File: src/rtl/serial_alu.sv
// Purpose: handshaked execute unit; logic/arith/compare in one registered cycle, shifts one bit per cycle.
// Latency: 1 cycle for non-shift, illegal and zero-amount shifts; n+1 cycles for a shift by n (max XLEN).
// Backpressure: one op in flight; in_ready only in IDLE, result held in DONE until out_ready.
//
// Ports:
//   clk, rst                 rising-edge clock, synchronous active-high reset
//   in_valid/in_ready        request handshake; op, a, b captured on accept
//   op[3:0], a, b            ALU control code and operands (shifts use b[$clog2(XLEN)-1:0])
//   out_valid/out_ready      result handshake; out_valid == (state == DONE)
//   result                   registered result
//   zero                     combinational (result == 0)
//   illegal_op               registered flag, high with out_valid for undefined op codes
module serial_alu #(
    parameter int XLEN = 32
) (
    input  logic            clk,
    input  logic            rst,
    input  logic            in_valid,
    output logic            in_ready,
    input  logic [3:0]      op,
    input  logic [XLEN-1:0] a,
    input  logic [XLEN-1:0] b,
    output logic            out_valid,
    input  logic            out_ready,
    output logic [XLEN-1:0] result,
    output logic            zero,
    output logic            illegal_op
);

    localparam int SHW = $clog2(XLEN);

    localparam logic [3:0] OP_ADD  = 4'b0000;
    localparam logic [3:0] OP_SUB  = 4'b0001;
    localparam logic [3:0] OP_AND  = 4'b0010;
    localparam logic [3:0] OP_OR   = 4'b0011;
    localparam logic [3:0] OP_XOR  = 4'b0100;
    localparam logic [3:0] OP_SLL  = 4'b0101;
    localparam logic [3:0] OP_SRL  = 4'b0110;
    localparam logic [3:0] OP_SRA  = 4'b0111;
    localparam logic [3:0] OP_SLT  = 4'b1000;
    localparam logic [3:0] OP_SLTU = 4'b1001;

    typedef enum logic [1:0] {
        ST_IDLE  = 2'd0,
        ST_SHIFT = 2'd1,
        ST_DONE  = 2'd2
    } state_t;

    typedef enum logic [1:0] {
        SH_SLL = 2'd0,
        SH_SRL = 2'd1,
        SH_SRA = 2'd2
    } shift_kind_t;

    state_t         state_q, state_d;
    logic [XLEN-1:0] result_q, result_d;
    logic            illegal_q, illegal_d;
    logic [SHW-1:0]  cnt_q, cnt_d;
    shift_kind_t     shk_q, shk_d;

    logic            accept;
    logic [SHW-1:0]  shamt;
    logic            is_shift;
    shift_kind_t     shk_new;
    logic [XLEN-1:0] alu_res;
    logic            alu_illegal;

    assign in_ready   = (state_q == ST_IDLE);
    assign out_valid  = (state_q == ST_DONE);
    assign accept     = in_valid & in_ready;
    assign shamt      = b[SHW-1:0];
    assign result     = result_q;
    assign illegal_op = illegal_q;
    assign zero       = (result_q == '0);

    // Single-cycle datapath. For shifts the value loaded is operand a;
    // the actual shifting happens one position per cycle in SHIFT.
    always_comb begin
        alu_res     = '0;
        alu_illegal = 1'b0;
        is_shift    = 1'b0;
        shk_new     = SH_SLL;
        case (op)
            OP_ADD:  alu_res = a + b;
            OP_SUB:  alu_res = a - b;
            OP_AND:  alu_res = a & b;
            OP_OR:   alu_res = a | b;
            OP_XOR:  alu_res = a ^ b;
            OP_SLT:  alu_res = {{(XLEN-1){1'b0}}, ($signed(a) < $signed(b))};
            OP_SLTU: alu_res = {{(XLEN-1){1'b0}}, (a < b)};
            OP_SLL: begin
                alu_res  = a;
                is_shift = 1'b1;
                shk_new  = SH_SLL;
            end
            OP_SRL: begin
                alu_res  = a;
                is_shift = 1'b1;
                shk_new  = SH_SRL;
            end
            OP_SRA: begin
                alu_res  = a;
                is_shift = 1'b1;
                shk_new  = SH_SRA;
            end
            default: begin
                alu_res     = '0;
                alu_illegal = 1'b1;
            end
        endcase
    end

    // Next-state and datapath update
    always_comb begin
        state_d   = state_q;
        result_d  = result_q;
        illegal_d = illegal_q;
        cnt_d     = cnt_q;
        shk_d     = shk_q;
        case (state_q)
            ST_IDLE: begin
                if (accept) begin
                    result_d  = alu_res;
                    illegal_d = alu_illegal;
                    if (is_shift && (shamt != '0)) begin
                        cnt_d   = shamt;
                        shk_d   = shk_new;
                        state_d = ST_SHIFT;
                    end else begin
                        state_d = ST_DONE;
                    end
                end
            end
            ST_SHIFT: begin
                case (shk_q)
                    SH_SLL:  result_d = {result_q[XLEN-2:0], 1'b0};
                    SH_SRL:  result_d = {1'b0, result_q[XLEN-1:1]};
                    SH_SRA:  result_d = {result_q[XLEN-1], result_q[XLEN-1:1]};
                    default: result_d = result_q;
                endcase
                cnt_d = cnt_q - SHW'(1);
                // Last shift step: counter is about to reach zero
                if (cnt_q == SHW'(1)) begin
                    state_d = ST_DONE;
                end
            end
            ST_DONE: begin
                if (out_ready) begin
                    state_d = ST_IDLE;
                end
            end
            default: state_d = ST_IDLE;
        endcase
    end

    always_ff @(posedge clk) begin
        if (rst) begin
            state_q   <= ST_IDLE;
            result_q  <= '0;
            illegal_q <= 1'b0;
            cnt_q     <= '0;
            shk_q     <= SH_SLL;
        end else begin
            state_q   <= state_d;
            result_q  <= result_d;
            illegal_q <= illegal_d;
            cnt_q     <= cnt_d;
            shk_q     <= shk_d;
        end
    end

endmodule
File: config.mk
export PLATFORM = sky130hd
export DESIGN_NAME = serial_alu
export DESIGN_NICKNAME = d
export VERILOG_FILES = /design/src/rtl/serial_alu.sv
export SDC_FILE = /design/constraint.sdc
export NUM_CORES = 1
export LEC_CHECK = 0
export ABC_AREA = 1
export CORE_MARGIN = 4
export CORE_UTILIZATION = 35
export DETAILED_ROUTE_END_ITERATION = 6
export PLACE_DENSITY_LB_ADDON = 0.08
export SYNTH_ARGS = -nofsm -noshare
export SYNTH_HDL_FRONTEND = slang
export SYNTH_SLANG_ARGS = --single-unit
File: constraint.sdc
create_clock -name clk -period 2.19 [get_ports clk]
set_clock_uncertainty 0.05 [all_clocks]
set_input_delay 0.657 -clock clk [delete_from_list [all_inputs] [get_ports clk]]
set_output_delay 0.657 -clock clk [all_outputs]
set_load 0.1 [all_outputs]
==> results.json <==
{
  "status": "finished with violations",
  "violations": "setup timing",
  "grt_pass1_vias": 12500,
  "grt_pass1_wl_um": 66100,
  "path_cells": "nor4_4 -> nand4_1 -> nor2_4 -> buf_12",
  "rows": 58,
  "ys_warn_count": 0,
  "finalWeightedCongestion": 1.04,
  "drt_first_pass_iters": 6,
  "multi_input_area_um2": 9490,
  "path_class": "reg2out",
  "placed_area_um2": 13400,
  "ys_ff_latch": 42,
  "antenna_found_initial": 0,
  "grt_max_degree": 41,
  "place_inst": 2320,
  "syn_to_final_growth_pct": 89.4,
  "synth-edff-count": 0,
  "path_buf_inv": 1,
  "worstPathArrival_ps": 1540,
  "startpoint_type": "flip-flop",
  "drive_gt1_share_pct": 58.4,
  "final_cell_mix": "buf_4 (369), nand2_1 (256), inv_1 (162)",
  "post-route-period-util_pct": 103,
  "fin_nets": 2265,
  "final_common_cell": "buf_4",
  "worst_path_dominant_cell_family": "simple AND/OR/NAND/NOR gates",
  "dp_hpwl_um": 33100,
  "synth_async_sr_flop_share_pct": 0,
  "seq_area_frac_synth_pct": 9.35,
  "syn_avg_cell_area_um2": 5.66,
  "grt_usage_pct": 28.9,
  "grt_overflow_total": 0,
  "netlist.area_leader.share_pct": 18.9,
  "ir_drop_mv": 0.378,
  "wl_per_cell_um": 18.2,
  "n_fill_cell": 2237,
  "finalNonFillerCells": 2404,
  "synth_area_leaders": "nand2_1 (19%), ha_1 (16%), inv_1 (12%), dfxtp_1 (9.3%), nand3_1 (6.7%)",
  "via_per_inst": 5.31,
  "slew_violations": 0,
  "syn_inst": 1589,
  "drc": 0,
  "pin_count": 108,
  "worstPathRequired_ps": 1480,
  "synth_flop_cell": "dfxtp_1",
  "die_w_um": 168,
  "finalWorstSetupSlack_ps": -57.8,
  "drv_cap": 0,
  "antenna_cells": 0,
  "routed_wl_um": 43700,
  "seq_area_um2": 856,
  "start_util_pct": 35.6,
  "power.density_nw_per_um2": 400,
  "finalHoldViolCount": 0,
  "cts_root_buffer": "clkbuf_16",
  "leakagePower_nw": 8.52,
  "cpPeakStageDelay_ps": 340,
  "syn_nets": 1781,
  "path_clk_slew_ps": 60,
  "detail-route-antenna-nets": 0,
  "worstPathMaxFanout": 2,
  "htree_levels": 2,
  "clock.fmax_mhz": 445,
  "num_vias": 12800,
  "finalSetupViolCount": 16,
  "worst-slew-pin-transition_ps": 593,
  "numPortBuffers": 107,
  "die_area_um2": 28300,
  "first_iter_violations": 957,
  "final_area_um2": 17000,
  "synth_top_cell_by_area": "nand2_1",
  "yosys.cell_types.count": 45,
  "hold_path.class": "reg2reg",
  "die_y_um": 168,
  "cp_slowest_cell": "dfxtp_2",
  "cts_tree": "done",
  "clkSinkCount": 42,
  "clk_latency_ps": 300,
  "rsz0062_at_grt": "yes",
  "numCtsBuffers": 5,
  "end_kind": "output port",
  "slew_headroom_pct": 60.4,
  "synthesis.area_um2": 9000,
  "fin_crit_ps": 2250,
  "clockBufferDepth": 2,
  "coreArea_um2": 25300
}
cells by family after synthesis:
family,synth area share [%]
flops,9.35
simple gates,37.4
compound gates,19.1
buf+inv,16.7
xor+xnor,0.584
fa+ha+maj,16.9
worst min-delay path, cell delays in order (launching register included):
cell	delay, ps
dfxtp_1	320
inv_1	70
a21oi_1	60
sequential cells by signal, summed over array words and instances, names as in the netlist:
register,flops
cnt_q,5
illegal_op,1
result,32
shk_q,2
state_q,2
routing by layer:
layer	vias up	global-route usage (%)	routed length [um]
met2	494	51.1	21100
met5	-	0	0
li1	6113	-	-
met4	0	11.9	2370
met3	131	2.86	2460
met1	6039	35.8	17800
Yosys cell counts, drive strengths merged (6+ instances only):
cell type	number
o21bai	7
nor3	19
ha	118
o21ai	76
a221oi	51
nor2	120
a31oi	6
o22ai	34
nand3	129
clkbuf	10
buf	45
nor4	10
nand4	14
inv	310
a21oi	90
nand2	472
dfxtp	42
power breakdown:
| part | leakage (nW) | internal (mW) | switching (mW) |
|---|---|---|---|
| clock network | 0.0771 | 0.540 | 0.339 |
| registers | 0.350 | 0.852 | 0.104 |
| logic | 8.09 | 2.10 | 2.88 |
final timing paths:
| path | start | to | slack, ps | cells after the start |
|---|---|---|---|---|
| worst max-delay path | result[3] | zero | -60 | 4 |
| worst min-delay path | cnt_q[4] | cnt_q[4] | 440 | 2 |
| worst max register to register | shk_q[1] | result[26] | 160 | 9 |
| worst min register to register | cnt_q[4] | cnt_q[4] | 440 | 2 |
area by class of cell:
class / count / share of cell area [%]
Clock inverter: 2 / 0.220
Multi-Input combinational cell: 1181 / 55.7
Tap cell: 330 / 2.42
Timing Repair Buffer: 532 / 28.4
Clock buffer: 6 / 0.756
Sequential cell: 42 / 5.02
Inverter: 311 / 7.48
metrics by stage:
step | hold WS (ps) | power [mW] | setup slack, ps | setup TNS (ps) | utilization (%)
final | 440 | 6.81 | -57.8 | -402 | 67.5
after global routing | 495 | 7.14 | -140 | -2300 | 67.5
after CTS | 442 | 6.33 | -79.7 | -305 | 62.4
after detailed placement | 432 | 4.71 | -1240 | -34760 | 53.2
after global placement | 424 | 4.69 | -1240 | -34180 | 53.2
after floorplan | 404 | 2.95 | -223 | -238 | -
repair_timing:
action,in CTS,in global routing
hold buffers,0,0
setup buffers,55,25
endpoints found under the setup margin,41,35
cloned,1,0
resized for setup,824,308
pin swaps,211,202
Note: power is estimated with default switching activity, not from simulation.
